### config.mk
export PLATFORM = sky130hd
export DESIGN_NAME = ternary_weight_streamer
export DESIGN_NICKNAME = d
export VERILOG_FILES = /design/src/rtl/config_pkg.sv /design/src/rtl/weight_fifo.sv /design/src/rtl/ternary_weight_streamer.sv
export SDC_FILE = /design/constraint.sdc
export NUM_CORES = 1
export LEC_CHECK = 0
export CAP_MARGIN = 5
export CORE_ASPECT_RATIO = 2
export CORE_MARGIN = 2
export CORE_UTILIZATION = 45
export DETAILED_ROUTE_END_ITERATION = 16
export GPL_ROUTABILITY_DRIVEN = 1
export SKIP_CTS_REPAIR_TIMING = 1
export SYNTH_ARGS = -nofsm -noshare
export SYNTH_HDL_FRONTEND = slang
export SYNTH_SLANG_ARGS = --single-unit
### constraint.sdc
create_clock -name clk_i -period 12.2 [get_ports clk_i]
set_input_delay 1.22 -clock clk_i [delete_from_list [all_inputs] [get_ports clk_i]]
set_output_delay 1.22 -clock clk_i [all_outputs]
set_load 0.005 [all_outputs]
### src/rtl/config_pkg.sv
// Shared types for the DDR-fed ternary matmul path.
// Word/address types plus ternary weight encoding.
package config_pkg;

    typedef logic [31:0] ddr_address_t;
    typedef logic [31:0] ddr_data_t;

    typedef logic signed [1:0] trit_t;

    localparam int TRITS_PER_WORD = $bits(ddr_data_t) / 2;

    localparam logic [1:0] TRIT_ZERO    = 2'b00;
    localparam logic [1:0] TRIT_POS     = 2'b01;
    localparam logic [1:0] TRIT_NEG     = 2'b11;
    localparam logic [1:0] TRIT_ILLEGAL = 2'b10;

    function automatic trit_t decode_trit(input logic [1:0] code);
        trit_t t;
        case (code)
            TRIT_POS: t = 2'sb01;
            TRIT_NEG: t = 2'sb11;
            default:  t = 2'sb00;
        endcase
        return t;
    endfunction

endpackage

### src/rtl/weight_fifo.sv
// Synchronous FIFO for buffered DDR words.
// Head is read straight out of the storage registers.
module weight_fifo #(
    parameter int WIDTH = 32,
    parameter int DEPTH = 8
) (
    input  logic             clk,
    input  logic             rst,
    input  logic             push,
    input  logic [WIDTH-1:0] wdata,
    input  logic             pop,
    output logic             full,
    output logic             empty,
    output logic [WIDTH-1:0] head
);

    localparam int AW = $clog2(DEPTH);

    logic [WIDTH-1:0] mem [DEPTH];
    logic [AW-1:0]    wr_ptr;
    logic [AW-1:0]    rd_ptr;
    logic [AW:0]      count;
    logic [AW:0]      count_nxt;

    assign head = mem[rd_ptr];

    // Occupancy after this cycle's push/pop.
    always_comb begin
        count_nxt = count;
        if (push && !pop) begin
            count_nxt = count + 1'b1;
        end else if (pop && !push) begin
            count_nxt = count - 1'b1;
        end
    end

    // Storage; contents need no reset.
    always_ff @(posedge clk) begin
        if (push) begin
            mem[wr_ptr] <= wdata;
        end
    end

    // Pointers and registered full/empty flags.
    always_ff @(posedge clk) begin
        if (rst) begin
            wr_ptr <= '0;
            rd_ptr <= '0;
            count  <= '0;
            full   <= 1'b0;
            empty  <= 1'b1;
        end else begin
            if (push) begin
                wr_ptr <= wr_ptr + 1'b1;
            end
            if (pop) begin
                rd_ptr <= rd_ptr + 1'b1;
            end
            count <= count_nxt;
            full  <= (count_nxt == (AW+1)'(DEPTH));
            empty <= (count_nxt == '0);
        end
    end

endmodule

### src/rtl/ternary_weight_streamer.sv
// Fetches a run of DDR words under a credit limit and
// streams them out as decoded ternary weight beats.
import config_pkg::*;

module ternary_weight_streamer #(
    parameter int FIFO_DEPTH = 8
) (
    input  logic         clk_i,
    input  logic         rst_i,
    input  logic         start_i,
    input  ddr_address_t start_addr_i,
    input  logic [15:0]  num_words_i,
    output logic         busy_o,
    output logic         done_o,
    output logic         illegal_o,
    output ddr_address_t ddr_address_o,
    output logic         ddr_r_en_o,
    input  ddr_data_t    ddr_r_data_i,
    input  logic         ddr_r_valid_i,
    output logic         w_valid_o,
    input  logic         w_ready_i,
    output trit_t        w_trits_o [TRITS_PER_WORD],
    output logic         w_last_o
);

    localparam int CW = $clog2(FIFO_DEPTH) + 1;

    typedef enum logic [1:0] {
        IDLE,
        RUN,
        DONE
    } state_t;

    state_t       state;
    state_t       state_nxt;
    logic [15:0]  num_q;
    logic [15:0]  issued_q;
    logic [15:0]  emitted_q;
    logic [CW-1:0] credits_q;
    ddr_address_t addr_ptr_q;

    logic [15:0]  num_base;
    logic [15:0]  issued_base;
    logic [CW-1:0] credits_base;
    ddr_address_t addr_base;
    logic         run_next;
    logic         sched;

    logic         fifo_full;
    logic         fifo_empty;
    ddr_data_t    head;
    logic         head_illegal;
    logic         pop;
    logic         final_hs;
    logic         start_ok;

    weight_fifo #(
        .WIDTH($bits(ddr_data_t)),
        .DEPTH(FIFO_DEPTH)
    ) u_fifo (
        .clk  (clk_i),
        .rst  (rst_i),
        .push (ddr_r_valid_i),
        .wdata(ddr_r_data_i),
        .pop  (pop),
        .full (fifo_full),
        .empty(fifo_empty),
        .head (head)
    );

    assign w_valid_o = ~fifo_empty;
    assign pop       = w_valid_o & w_ready_i;
    assign w_last_o  = w_valid_o & (emitted_q == num_q - 16'd1);
    assign final_hs  = pop & w_last_o;
    assign start_ok  = (state == IDLE) & start_i;

    // Unpack the head word into signed weights.
    always_comb begin
        head_illegal = 1'b0;
        for (int i = 0; i < TRITS_PER_WORD; i++) begin
            w_trits_o[i] = decode_trit(head[2*i +: 2]);
            if (head[2*i +: 2] == TRIT_ILLEGAL) begin
                head_illegal = 1'b1;
            end
        end
    end

    // Next state and the read to present next cycle.
    // A credit is taken when a read is scheduled and
    // returned when its word is popped.
    always_comb begin
        num_base     = num_q;
        issued_base  = issued_q;
        credits_base = credits_q - CW'(pop);
        addr_base    = addr_ptr_q;
        run_next     = (state == RUN) && !final_hs;
        state_nxt    = state;
        unique case (1'b1)
            start_ok: begin
                num_base     = num_words_i;
                issued_base  = '0;
                credits_base = '0;
                addr_base    = start_addr_i;
                run_next     = (num_words_i != '0);
                state_nxt    = run_next ? RUN : DONE;
            end
            (state == RUN) && final_hs: state_nxt = DONE;
            (state == DONE):            state_nxt = IDLE;
            default: ;
        endcase
        sched = run_next
              && (issued_base < num_base)
              && (credits_base < CW'(FIFO_DEPTH));
    end

    // Control state, counters and registered outputs.
    always_ff @(posedge clk_i) begin
        if (rst_i) begin
            state         <= IDLE;
            busy_o        <= 1'b0;
            done_o        <= 1'b0;
            illegal_o     <= 1'b0;
            ddr_r_en_o    <= 1'b0;
            ddr_address_o <= '0;
            addr_ptr_q    <= '0;
            num_q         <= '0;
            issued_q      <= '0;
            emitted_q     <= '0;
            credits_q     <= '0;
        end else begin
            state      <= state_nxt;
            busy_o     <= (state_nxt == RUN);
            done_o     <= (state_nxt == DONE);
            num_q      <= num_base;
            ddr_r_en_o <= sched;
            if (sched) begin
                ddr_address_o <= addr_base;
                addr_ptr_q    <= addr_base + ddr_address_t'(1);
                issued_q      <= issued_base + 16'd1;
                credits_q     <= credits_base + CW'(1);
            end else begin
                addr_ptr_q    <= addr_base;
                issued_q      <= issued_base;
                credits_q     <= credits_base;
            end
            if (start_ok) begin
                emitted_q <= '0;
                illegal_o <= 1'b0;
            end else if (pop) begin
                emitted_q <= emitted_q + 16'd1;
                if (head_illegal) begin
                    illegal_o <= 1'b1;
                end
            end
        end
    end

    // The credit limit must keep every return in bounds.
    assert property (@(posedge clk_i) disable iff (rst_i)
        !(ddr_r_valid_i && fifo_full));

endmodule

==> results of run 1 <==
[power by group]
part           switching (W)  total [W]  internal, W
combinational       0.000218   0.000427     0.000209
sequential         0.0000343    0.00150      0.00146
clock               0.000494    0.00108     0.000590
total               0.000746    0.00301      0.00226
[logic make-up (layout without fill, tap and decap cells)]
logic type / Yosys count / after routing
buf+inv: 119 / 277
mux: 211 / 211
simple gates: 440 / 440
xor+xnor: 44 / 44
compound gates: 150 / 150
flops: 392 / 392
fa+ha+maj: 26 / 26
[worst max-delay path, cell delays in order]
cell and delay [ps]:
clkdlybuf4s50_1 440, or3b_4 400, buf_4 650, nand2_1 240
inv_1 210, ha_1 280, a21oi_1 160, o22ai_1 100
o21a_1 200, a2111oi_4 600, nand2_1 590, buf_4 390
a2111oi_0 430, mux2i_1 230
[registers in the layout, indices dropped and copies added, names as in the netlist, named ones only]
signal and count:
u_fifo.mem 256, addr_ptr_q 32, ddr_address_o 32, emitted_q 16, issued_q 16, num_q 16, credits_q 4, u_fifo.count 4
u_fifo.rd_ptr 3, u_fifo.wr_ptr 3, state 2, busy_o 1, ddr_r_en_o 1, done_o 1, illegal_o 1, u_fifo.empty 1
[area by class of cell]
type,count,share of cell area
Tap cell,525,0.0309
Timing Repair Buffer,174,0.0796
Inverter,37,0.00654
Clock inverter,13,0.00572
Multi-Input combinational cell,871,0.340
Clock buffer,53,0.0464
Sequential cell,392,0.491
[cells in the mapped netlist (7+ instances only)]
| cell type | number |
|---|---|
| edfxtp_1 | 256 |
| dfxtp_1 | 136 |
| nor2_1 | 120 |
| mux2i_1 | 103 |
| nand2_1 | 95 |
| mux4_2 | 64 |
| mux2_2 | 44 |
| nand3_1 | 44 |
| clkbuf_1 | 41 |
| inv_1 | 35 |
| and2_1 | 30 |
| a211oi_1 | 28 |
| xnor2_1 | 27 |
| ha_1 | 26 |
| nor3_1 | 22 |
| or2_2 | 22 |
| buf_2 | 19 |
| nor2b_1 | 18 |
| and3_1 | 17 |
| nand4_1 | 17 |
| xor2_1 | 17 |
| a21oi_1 | 15 |
| a2111oi_0 | 13 |
| a2111oi_2 | 11 |
| nand2b_1 | 11 |
| buf_1 | 10 |
| nor4_1 | 9 |
| o211ai_1 | 9 |
| o21ai_0 | 9 |
| a21o_1 | 8 |
| a211o_1 | 7 |
| buf_4 | 7 |
| or4_1 | 7 |
[worst max path at each step]
stage	from	to	slack (ps)	cells past startpoint
2_1_floorplan	start_i	addr_ptr_q[5]	6960	17
3_3_place_gp	start_i	credits_q[1]	6060	14
3_5_place_dp	start_i	addr_ptr_q[13]	5960	14
4_1_cts	start_i	addr_ptr_q[13]	6510	14
5_1_grt	start_i	addr_ptr_q[13]	6150	14
6_report	start_i	addr_ptr_q[13]	6490	14
[stage by stage]
step | instances | area [um2] | utilization | total power, W | hold WS [ps]
finish | 2065 | 21200 | 0.536 | 0.00301 | 461
global route | 2065 | 21200 | 0.536 | 0.00313 | 481
CTS | 2065 | 21200 | 0.536 | 0.00305 | 464
detailed placement | 1999 | 20100 | 0.509 | 0.00196 | 454
global placement | 1999 | 20100 | 0.509 | 0.00195 | 448
floorplan | 1382 | 18100 | - | 0.00178 | 454
[cells in the final DEF, fill, tap and decap left out, types with 35 or more instances in the layout]
master           netlist  layout
mux4_2                64      64
nor2_1               120     114
mux2_2                44      44
dfxtp_1              136     133
mux2i_1              103     103
edfxtp_1             256     256
nand2_1               95      95
clkbuf_16              0      36
clkdlybuf4s50_1        0     153
nand3_1               44      44
inv_1                 35      35
[routing by layer]
layer / global-route usage / wire length, um / share of wire
met4: 0.0853 / 1640 / 0.036
met1: 0.210 / 15700 / 0.35
met3: 0.0288 / 1690 / 0.038
met2: 0.436 / 25900 / 0.58
met5: 0 / 0 / 0
==> metrics.cfg, run 1 <==
[die]
die_w_um = 146
initial_core_util = 0.457
die_h_um = 288
std_cell_rows = 103
die_area_um2 = 41900
ios = 155
coreArea_um2 = 39600

[synth]
ys_ff_latch = 392
avgSynthCellArea_um2 = 13.1
synth-xor-area-share = 0.0213
synthFlopType = edfxtp_1
synth.distinct_cells = 74
synth_compound_area_frac = 0.0693
synth_edf_count = 256
syn_inst = 1382
synth_nets = 1493
ys.warnings.count = 0
muxShareOfSynthArea = 0.164
synth_area_um2 = 18100
yosys.area_share.adder = 0.0180
yosys.area_share.simple = 0.122
yosys-top-cells-area = edfxtp_1, dfxtp_1, mux4_2
synth_top_area_share = 0.425
yosys.area.top_type = edfxtp_1
ys_seq_area_frac = 0.575
synth_top_family_by_area = multiplexers
async_reset_ff_frac = 0

[placed_design]
place_congestion = 0.846
hpwl_um = 30300
port-buffer-count = 154
pre_cts_ws_ps = 5960

[timing]
fin_crit_ps = 5710
setup_viol_count_final = 0
maxSlewViolCount = 0
final.setup.tns_ps = 0
tightest_slew_ps = 958
max_freq_ghz = 0.175
fin_crit_sh = 0.468
skew_ps = 18.7
rsz0062_at_grt = false
slew_headroom = 0.361
hold_viol = 0
layout_setup_ws_ps = 6490

[clocking]
clk_pin_slew_ps = 70
h-tree-depth = 2
cts_buffers = 36
cts.sinks = 392
clk_latency_ps = 540
root_buffer = clkbuf_16
cts_tree = built
cts_max_path_buffers = 3

[min_path]
hp-start = ddr_address_o[19]
min_path_cells = 2
holdPathEnd = ddr_address_o[19]
hp-class = register to register

[final_layout]
n_fill_cell = 3410
antenna_cells = 0
area.growth.synth_to_final_pct = 17.3
nNetsFinal = 1623
multi_input_area_um2 = 7220
seqCellArea_um2 = 10400
drive_above_1_share = 0.152

[critical_path]
worst-path-max-fanout = 54
worstSetupStartpointType = input pin
cp.required_ps = 12670
reg2reg_from = state[0]
crit_arrival_ps = 6180
crit_type = input pin to register
r2r.worst_path.cells = 13
cp-end-kind = register
reg2reg_to = addr_ptr_q[13]
r2r_slack_ps = 7130

[route]
first_pass_iters = 5
avgRoutedWirePerCell_um = 21.7
vias = 11700
ant_nets = 0
drc = 0
drtIter0Drc = 470
viasPerCell = 5.66
wirelength_um = 44900

[grt]
first_global_vias = 12200
grt_max_degree = 69
antenna_found_initial = 0
grt_pass1_wl_um = 68700
gr-usage-all-layers = 0.213
grt_overflow = 0

[power]
peakVddDrop_mv = 0.0955
leakagePower_nw = 7.28
p_per_area_nw_per_um2 = 142

[status]
status = finished, final reports clean

[run]
cap_violations = 0

No activity file was read; power rests on OpenSTA's default activity.
==> run 2: changes to the inputs <==
PLACE_DENSITY = 0.67   (was unset)
clock period = 4.7 ns   (was 12.2 ns; I/O delays follow)
==> run 2 against run 1 <==
Compared with the run above:
- routed wire length is 0.73% higher
- combinational power rose to 2.7 times the previous value
- via count up 2.1%
- clock power rose to 2.6 times the previous value
- critical endpoint is now w_last_o
- largest cell class unchanged
==> metrics.cfg, run 2 (synthesized netlist as in run 1, its figures left out) <==
[power]
pwr-share-clk = 0.354  ; was 0.360
p_per_area_nw_per_um2 = 365  ; was 142 nW/um2
p_comb_frac = 0.146  ; was 0.142
p_sw_w = 0.00191  ; was 0.000746 W
peakVddDrop_mv = 0.255  ; was 0.0955 mV
switching_share = 0.245  ; was 0.248
intPower_w = 0.00588  ; was 0.00226 W
p_seq_frac = 0.500  ; was 0.498
leakagePower_nw = 7.36  ; was 7.28 nW

[critical_path]
r2r.worst_path.cells = 10  ; was 13
crit_family = simple AND/OR/NAND/NOR gates  ; was buffers and inverters
crit_type = register to output pin  ; was input pin to register
worst-path-max-fanout = 8  ; was 54
cpMaxStageDelayCell = or4b_1  ; was buf_4
cp-end-kind = output pin  ; was register
crit_arrival_ps = 3950  ; was 6180 ps
critPathBufInv = 2  ; was 4
cp_num_cells = 9  ; was 14
crit_chain = inv_1 -> ha_1 -> or4b_1 -> o21ai_1 -> nand4_1 -> a2111oi_0 -> nor4bb_1 -> and2_1 -> clkdlybuf4s50_1  ; was clkdlybuf4s50_1 -> or3b_4 -> buf_4 -> nand2_1 -> inv_1 -> ha_1 -> a21oi_1 -> o22ai_1 -> o21a_1 -> a2111oi_4 -> nand2_1 -> buf_4 -> a2111oi_0 -> mux2i_1
worstSetupStartpointType = register  ; was input pin
cp.required_ps = 4230  ; was 12670 ps
cpPeakStageDelay_ps = 650  ; about the same

[final_layout]
layout_commonest_cell = edfxtp_1  ; unchanged
nNetsFinal = 1639  ; was 1623
utilization = 0.540  ; was 0.536
antenna_cells = 0  ; unchanged
reg_top3 = u_fifo.mem (256), addr_ptr_q (32), ddr_address_o (32)  ; unchanged
layout_common_cells = edfxtp_1, clkdlybuf4s50_1, dfxtp_1  ; unchanged
area.growth.synth_to_final_pct = 18.0  ; was 17.3%
top_register = u_fifo.mem  ; unchanged
largest_reg_flops = 256  ; unchanged
drive_above_1_share = 0.160  ; was 0.152

[timing]
tightest_slew_ps = 1090  ; was 958 ps
maxSlewViolCount = 0  ; unchanged
setup_viol_count_final = 0  ; unchanged
skew_ps = 17.4  ; was 18.7 ps
final.setup.tns_ps = 0  ; unchanged
rsz0062_at_grt = false  ; unchanged
max_freq_ghz = 0.226
slew_headroom = 0.276  ; was 0.361
fin_crit_ps = 4420
fin_crit_sh = 0.941
hold_viol = 0  ; unchanged

[route]
ant_nets = 0  ; unchanged
drc = 0  ; unchanged
drtIter0Drc = 539  ; was 470
first_pass_iters = 4  ; was 5
vias = 11900  ; was 11700
viasPerCell = 5.75  ; was 5.66
wirelength_um = 45200  ; was 44900 um
avgRoutedWirePerCell_um = 21.8  ; was 21.7 um

[min_path]
min_path_cells = 2  ; unchanged
hp-class = register to register  ; unchanged

[clocking]
cts_tree = built  ; unchanged
cts_max_path_buffers = 3  ; unchanged
cts_buffers = 36  ; unchanged
clk_latency_ps = 530  ; was 540 ps
root_buffer = clkbuf_16  ; unchanged
h-tree-depth = 2  ; unchanged
clk_pin_slew_ps = 60  ; was 70 ps
cts.sinks = 392  ; unchanged

[die]
ios = 155  ; unchanged
initial_core_util = 0.457  ; unchanged
std_cell_rows = 103  ; unchanged
coreArea_um2 = 39600  ; unchanged
die_h_um = 288  ; unchanged
die_area_um2 = 41900  ; unchanged
die_w_um = 146  ; unchanged

[grt]
first_global_vias = 12400  ; was 12200
grt_pass1_wl_um = 69600  ; was 68700 um
antenna_found_initial = 1  ; was 0
grt_max_degree = 72  ; was 69
gr-usage-all-layers = 0.215  ; was 0.213
grt_overflow = 0  ; unchanged

[status]
status = finished, final reports clean  ; unchanged

[run]
cap_violations = 0  ; unchanged

[placed_design]
port-buffer-count = 154  ; unchanged
place_congestion = 0.872  ; was 0.846
hpwl_um = 31200  ; was 30300 um

-- run 2: cell types whose count changed in the layout (fill, tap and decap cells not counted), moves of 2 or more --
cell	change
buf_4	+13
clkbuf_1	-5
buf_12	+3
clkinv_2	-2
-- run 2: layout make-up --
cell class / count / area (um2)
well taps: 525 / 657
multi-input cells: 871 / 7220
flip-flops and latches: 392 / 10400
clock buffers: 49 / 980
fillers: 3323 / 18200
repair buffers: 190 / 1850
inverters: 37 / 139
clock inverters: 11 / 96.3
-- run 2: worst paths after layout --
| kind | from | end | slack [ps] |
|---|---|---|---|
| max | num_q[0] | w_last_o | 280 |
| min | ddr_address_o[19] | ddr_address_o[19] | 460 |
| max reg2reg | state[0] | addr_ptr_q[28] | 660 |
| min reg2reg | ddr_address_o[19] | ddr_address_o[19] | 460 |
-- run 2: tightest hold or removal path: stages (launching register included) --
cell	delay (ps)
dfxtp_1	310
nand2_1	50
mux2i_1	50
-- run 2: per-stage QoR --
step	cell area [um2]	worst slack (ps)	hold WS, ps	total power [W]	cells
6_report	21400	278	458	0.00779	2075
2_1_floorplan	18100	212	454	0.00462	1382
5_1_grt	21400	121	483	0.00809	2075
3_3_place_gp	20300	171	445	0.00509	2015
3_5_place_dp	20300	109	457	0.00512	2015
4_1_cts	21400	251	464	0.00788	2075
-- run 2: power by group through the flow --
stage	clock, W	sequential (W)	combinational [W]
5_1_grt	0.00294	0.00391	0.00124
4_1_cts	0.00283	0.00390	0.00115
6_report	0.00276	0.00389	0.00114
3_5_place_dp	0	0.00397	0.00115
2_1_floorplan	0	0.00392	0.000699
3_3_place_gp	0	0.00397	0.00112
-- run 2: per-layer routing --
layer  track usage  share of wire  vias up
li1              -              -     5516
met1         0.211           0.35     5945
met2         0.425           0.56      360
met3        0.0295          0.042      103
met4         0.118          0.055        2
met5             0        0.00029        -
